**src/rtl/ev22_uinst_pkg.sv**
```systemverilog
// ----------------------------------------------------------------------------
// ev22_uinst_pkg
//   Shared definitions for the EV22 microinstruction word.
//   Layout, MSB first:
//     {busA[5:0], busB[5:0], busC[5:0], ALUC[3:0], SH[1:0], KMx, T[6:0], M[1:0]}
//   Provides field widths and bit offsets, the full word width, the bubble
//   (NOP) word and the "no register" bus select.
// ----------------------------------------------------------------------------
package ev22_uinst_pkg;

  // Field widths
  localparam int BUS_W  = 6;
  localparam int ALUC_W = 4;
  localparam int SH_W   = 2;
  localparam int KMX_W  = 1;
  localparam int T_W    = 7;
  localparam int M_W    = 2;

  // Bit offsets (LSB position of each field)
  localparam int M_OFF    = 0;
  localparam int T_OFF    = M_OFF    + M_W;     // 2
  localparam int KMX_OFF  = T_OFF    + T_W;     // 9
  localparam int SH_OFF   = KMX_OFF  + KMX_W;   // 10
  localparam int ALUC_OFF = SH_OFF   + SH_W;    // 12
  localparam int BUSC_OFF = ALUC_OFF + ALUC_W;  // 16
  localparam int BUSB_OFF = BUSC_OFF + BUS_W;   // 22
  localparam int BUSA_OFF = BUSB_OFF + BUS_W;   // 28

  localparam int UINST_W = BUSA_OFF + BUS_W;    // 34

  // Bus select value meaning "no register drives/loads this bus"
  localparam logic [BUS_W-1:0] BUS_NONE = 6'h3F;

  // Bubble: every bus select is BUS_NONE, every other field is zero
  localparam logic [UINST_W-1:0] UINST_NOP = 34'h3_FFFF_0000;

  // Structured view of the word, field order matches the packed layout
  typedef struct packed {
    logic [BUS_W-1:0]  bus_a;
    logic [BUS_W-1:0]  bus_b;
    logic [BUS_W-1:0]  bus_c;
    logic [ALUC_W-1:0] aluc;
    logic [SH_W-1:0]   sh;
    logic [KMX_W-1:0]  kmx;
    logic [T_W-1:0]    t;
    logic [M_W-1:0]    m;
  } uinst_t;

  // True when a word is the bubble pattern
  function automatic logic is_nop(input logic [UINST_W-1:0] w);
    return w == UINST_NOP;
  endfunction

endpackage

```
**src/rtl/uinst_pipe_slot.sv**
```systemverilog
// ----------------------------------------------------------------------------
// uinst_pipe_slot
//   One register stage of the microinstruction chain.
//   Ports:
//     CLK   clock
//     RST   synchronous active-high reset (slot -> NOP, invalid)
//     d     incoming word from the upstream source
//     v_in  valid bit of the incoming word
//     en    capture enable (low = hold)
//     kill  flush: load NOP and clear valid regardless of en
//     q     stored word
//     v     stored valid bit
//   An invalid slot always holds NOP_WORD.
// ----------------------------------------------------------------------------
module uinst_pipe_slot
  import ev22_uinst_pkg::*;
#(
  parameter int               WIDTH    = UINST_W,
  parameter logic [WIDTH-1:0] NOP_WORD = UINST_NOP
) (
  input  logic             CLK,
  input  logic             RST,
  input  logic [WIDTH-1:0] d,
  input  logic             v_in,
  input  logic             en,
  input  logic             kill,
  output logic [WIDTH-1:0] q,
  output logic             v
);

  // NOTE: state is written with non-blocking assignments so every slot
  // samples its neighbour's pre-edge value; blocking here would let a word
  // ripple through several slots in one clock.
  always_ff @(posedge CLK) begin
    if (RST || kill) begin
      q <= NOP_WORD;
      v <= 1'b0;
    end else if (en) begin
      q <= v_in ? d : NOP_WORD;
      v <= v_in;
    end
  end

endmodule

```
**src/rtl/uinst_pipe_chain.sv**
```systemverilog
// ----------------------------------------------------------------------------
// uinst_pipe_chain
//   DEPTH-slot microinstruction pipeline with collapsing bubbles, per-slot
//   flush and a saturating stall counter.
//   Ports:
//     CLK, RST      clock, synchronous active-high reset
//     uinst_in      word from decode/sequencer
//     in_valid      uinst_in valid
//     in_ready      slot 0 accepts this cycle
//     STALL         downstream cannot consume the oldest slot
//     FLUSH[k]      kill whatever slot k holds/captures at this edge
//     uinst_out     contents of the oldest slot (DEPTH-1)
//     out_valid     valid bit of the oldest slot
//     stage_valid   valid bits of all slots
//     stall_cycles  saturating count of cycles with out_valid && STALL
// ----------------------------------------------------------------------------
module uinst_pipe_chain
  import ev22_uinst_pkg::*;
#(
  parameter int               WIDTH    = UINST_W,
  parameter int               DEPTH    = 2,
  parameter logic [WIDTH-1:0] NOP_WORD = UINST_NOP
) (
  input  logic             CLK,
  input  logic             RST,
  input  logic [WIDTH-1:0] uinst_in,
  input  logic             in_valid,
  output logic             in_ready,
  input  logic             STALL,
  input  logic [DEPTH-1:0] FLUSH,
  output logic [WIDTH-1:0] uinst_out,
  output logic             out_valid,
  output logic [DEPTH-1:0] stage_valid,
  output logic [15:0]      stall_cycles
);

  logic [WIDTH-1:0] slot_d [DEPTH];
  logic [DEPTH-1:0] slot_v;
  logic [DEPTH-1:0] en;

  // A slot may advance when the downstream drains or any slot from here to
  // the oldest is empty: e[k] = !STALL || !v[k] || ... || !v[DEPTH-1].
  // Accumulating from the oldest slot avoids a self-referencing vector.
  always_comb begin
    logic room;
    // NOTE: combinational temporaries use blocking assignments so each
    // iteration sees the value just computed by the previous one.
    room = !STALL;
    en   = '0;
    for (int k = DEPTH - 1; k >= 0; k--) begin
      room  = room || !slot_v[k];
      en[k] = room;
    end
  end

  for (genvar k = 0; k < DEPTH; k++) begin : g_slot
    logic [WIDTH-1:0] src_d;
    logic             src_v;

    if (k == 0) begin : g_head
      assign src_d = uinst_in;
      assign src_v = in_valid;
    end else begin : g_body
      assign src_d = slot_d[k-1];
      assign src_v = slot_v[k-1];
    end

    uinst_pipe_slot #(
      .WIDTH    (WIDTH),
      .NOP_WORD (NOP_WORD)
    ) u_slot (
      .CLK  (CLK),
      .RST  (RST),
      .d    (src_d),
      .v_in (src_v),
      .en   (en[k]),
      .kill (FLUSH[k]),
      .q    (slot_d[k]),
      .v    (slot_v[k])
    );
  end

  assign in_ready    = en[0];
  assign uinst_out   = slot_d[DEPTH-1];
  assign out_valid   = slot_v[DEPTH-1];
  assign stage_valid = slot_v;

  // Counts on the pre-edge out_valid, so a stall cycle that also flushes the
  // oldest slot is still counted.
  always_ff @(posedge CLK) begin
    if (RST) begin
      stall_cycles <= '0;
    end else if (out_valid && STALL && (stall_cycles != 16'hFFFF)) begin
      stall_cycles <= stall_cycles + 16'd1;
    end
  end

endmodule

```
**config.mk**
```make
export PLATFORM = sky130hd
export DESIGN_NAME = uinst_pipe_chain
export DESIGN_NICKNAME = d
export VERILOG_FILES = /design/src/rtl/ev22_uinst_pkg.sv /design/src/rtl/uinst_pipe_slot.sv /design/src/rtl/uinst_pipe_chain.sv
export SDC_FILE = /design/constraint.sdc
export NUM_CORES = 1
export LEC_CHECK = 0
export ABC_AREA = 0
export BUFFER_PORTS_ARGS = -buffer_cell sky130_fd_sc_hd__buf_2
export CAP_MARGIN = 0
export CORE_ASPECT_RATIO = 0.75
export CORE_MARGIN = 8
export CORE_UTILIZATION = 41
export CTS_BUF_LIST = sky130_fd_sc_hd__clkbuf_8 sky130_fd_sc_hd__clkbuf_16
export CTS_CLUSTER_DIAMETER = 80
export DETAILED_ROUTE_END_ITERATION = 6
export GPL_TIMING_DRIVEN = 0
export SKIP_CTS_REPAIR_TIMING = 1
export SYNTH_ARGS = -nofsm -noshare
export SYNTH_HDL_FRONTEND = slang
export SYNTH_SLANG_ARGS = --single-unit
```
**constraint.sdc**
```tcl
create_clock -name CLK -period 4.6 [get_ports CLK]
set_clock_uncertainty 0.05 [all_clocks]
set_input_delay 0.92 -clock CLK [delete_from_list [all_inputs] [get_ports CLK]]
set_output_delay 0.92 -clock CLK [all_outputs]
set_load 0.05 [all_outputs]
```
==> metrics.txt <==
Reg2Reg Depth 7; Hold Vio Cnt, Final 0; Area after DPL 4073 µm²; die area 11700 µm²; CP max stage delay 270 ps; average size of a mapped cell 8.448 µm²; Detailed Route Iter0 Violations 213; via/cell ratio 5.186; CP arrival 2180 ps; Final HPWL DP 6.983 mm; number of global-route vias before repair 3168; Non-Filler Instances 628; R2R Path End g_slot[0].u_slot.q[23]$_SDFFE_PP1P_; sequential cell area 1722 µm²; Routed Wire Length 9.669 mm; WS Path Type primary input to primary output; slew margin rel. 60.78%; first-pass GRT wire length 15.59 mm; Nets 556; CP most frequent cell buf_2; Post-Syn Area 3472 µm²; FP Rows 29; Worst Path Required 3630 ps; area of the multi-input gates 1575 µm²; Via Count 3257; Final Max Tran Viols 0; Hold Path Sink g_slot[1].u_slot.q[14]$_SDFFE_PP0N_; Synth warnings 0; clk sink count 86; #FFs+latches synth 86; average wire per standard cell 15.40 µm; Placed Cells 612; remaining antenna violation count 0; power per cell area 358.7 nW/µm²; met3 wire len 726 µm; commonest cells after routing, fill and taps aside buf_2, dfxtp_1, nor2_1; critical-path maximum fanout 10; Core Util, Final 52.44%; setup TNS 0 ps; worst setup margin 1446 ps; GRT overflow 0; Worst R2R Start g_slot[0].u_slot.v$_SDFFE_PP0P_; Setup crit end kind primary output; Net Count, Synth 452; initial antenna violation count 0; hold_ws 399.7 ps; worst reg2reg setup slack 2720 ps; Num CTS Buffers 9; cell count after synthesis 411; Max Cap Violations 0; Pwr Total 1.570 mW; final instance area 4377 µm²; commonest non-fill, non-tap cell in the layout buf_2; outcome complete, no violations; Setup violations, final 0; Worst Hold Launch g_slot[1].u_slot.q[14]$_SDFFE_PP0N_; IO Count 94; starting density of the core 41.60%; clock latency at the later pin of the worst-skew pair 330 ps; number of distinct library cells after synthesis 36; maximum level of the CTS H-tree 3; wl on met1 4.605 mm; share of layout cells above drive strength 1 25.00%; Crit-path slowest cell buf_2; met2 WL 4.266 mm; pre-CTS setup slack 1443 ps; core area 8346 µm²; CP cell instances buf_2 -> and3_1 -> buf_2 -> clkinv_1 -> buf_2 -> buf_2; DRC 0; nature of the critical path startpoint primary input; highest routed layer met4; diodes inserted 0; Hold Path Class flop to flop; Tmin final 3154 ps; largest net degree at the start of global routing 17; Pleak 1.650 nW; sequential element share of the synthesized area 49.59%; GRT Total Usage 16.71%; Root Buffer clkbuf_16; clk buf depth 2; CTS tree done; GP Congestion 0.8135; Filler cells 827; Max Fclk 0.3170 GHz; Area growth syn-to-layout 26.05%; Tcrit/Tclk final 68.57%; Peak VDD IR 164.0 µV; hold depth 2; Die H 95.70 µm; IO buf count 93; Die W 122.3 µm; drt first pass iters 5; Reg clk slew, reported paths 70 ps; RSZ-0062 raised after global routing no; Worst-Margin Slew 588.2 ps
[logic make-up (layout without fill, tap and decap cells)]
family / after synthesis / after routing / share of synthesized area [%]
and+or+nand+nor: 190 / 190 / 29.30
AOI/OAI and AO/OA: 92 / 92 / 14.13
DFF: 86 / 86 / 49.59
buffers and inverters: 37 / 146 / 5.045
muxes: 5 / 5 / 1.586
adders and majority gates: 1 / 1 / 0.3603
[power by group]
group | internal (mW) | switching (mW)
registers | 0.754 | 0.00496
clock network | 0.428 | 0.309
logic | 0.0297 | 0.0440
total | 1.21 | 0.358
[metal layers]
metal | track usage (%) | vias to the layer above
met2 | 26.37 | 103
met3 | 5.979 | 7
met5 | 0 | -
met1 | 21.63 | 1501
li1 | - | 1646
met4 | 3.640 | 0
[worst max path at each step]
stage	startpoint	endpoint	slack [ps]	depth (start not counted)
6_report	STALL	in_ready	1450	6
5_1_grt	STALL	in_ready	1340	6
4_1_cts	STALL	in_ready	1440	6
3_5_place_dp	STALL	in_ready	1440	6
3_3_place_gp	STALL	in_ready	1440	6
2_1_floorplan	STALL	in_ready	1960	4
[worst max-delay path, delay by kind of cell]
| family | cells | cell delay (ps) |
|---|---|---|
| buffers and inverters | 5 | 1100 |
| AND/OR/NAND/NOR | 1 | 150 |
[cell type report]
class                      count  area share, %
clock inverter                 7          1.801
tap                          108          3.087
timing repair buffer          93          10.63
buffer                        34          3.745
inverter                       3         0.2573
clock buffer                   9          5.146
multi-input combinational    288          35.99
sequential                    86          39.34
[registers in the layout, summed over array words and instances, names as in the netlist]
name	count
stall_cycles	16
g_slot.u_slot.v	2
g_slot.u_slot.q	68
[synth_stat cells (all sizes together)]
library cell	instances	area, µm²
dfxtp	86	1722
nor2	48	180.2
a21oi	44	220.2
nand2	40	150.1
o21ai	38	190.2
nor3b	36	270.3
nand3	32	160.2
clkbuf	20	75.07
buf	14	88.82
nand4	8	71.32
and4	5	43.79
and2	4	27.53
mux2	4	45.04
nor2b	4	25.02
o31ai	4	30.03
or4	4	30.03
or3	3	18.77
and3	2	17.52
inv	2	7.510
nor3	2	10.01
o41ai	2	17.52
or2	2	12.51
a31o	1	8.760
a31oi	1	6.260
a41oi	1	8.760
clkinv	1	3.750
ha	1	12.51
mux2i	1	10.01
o311ai	1	8.760
Power figures use the tool's default switching activity.
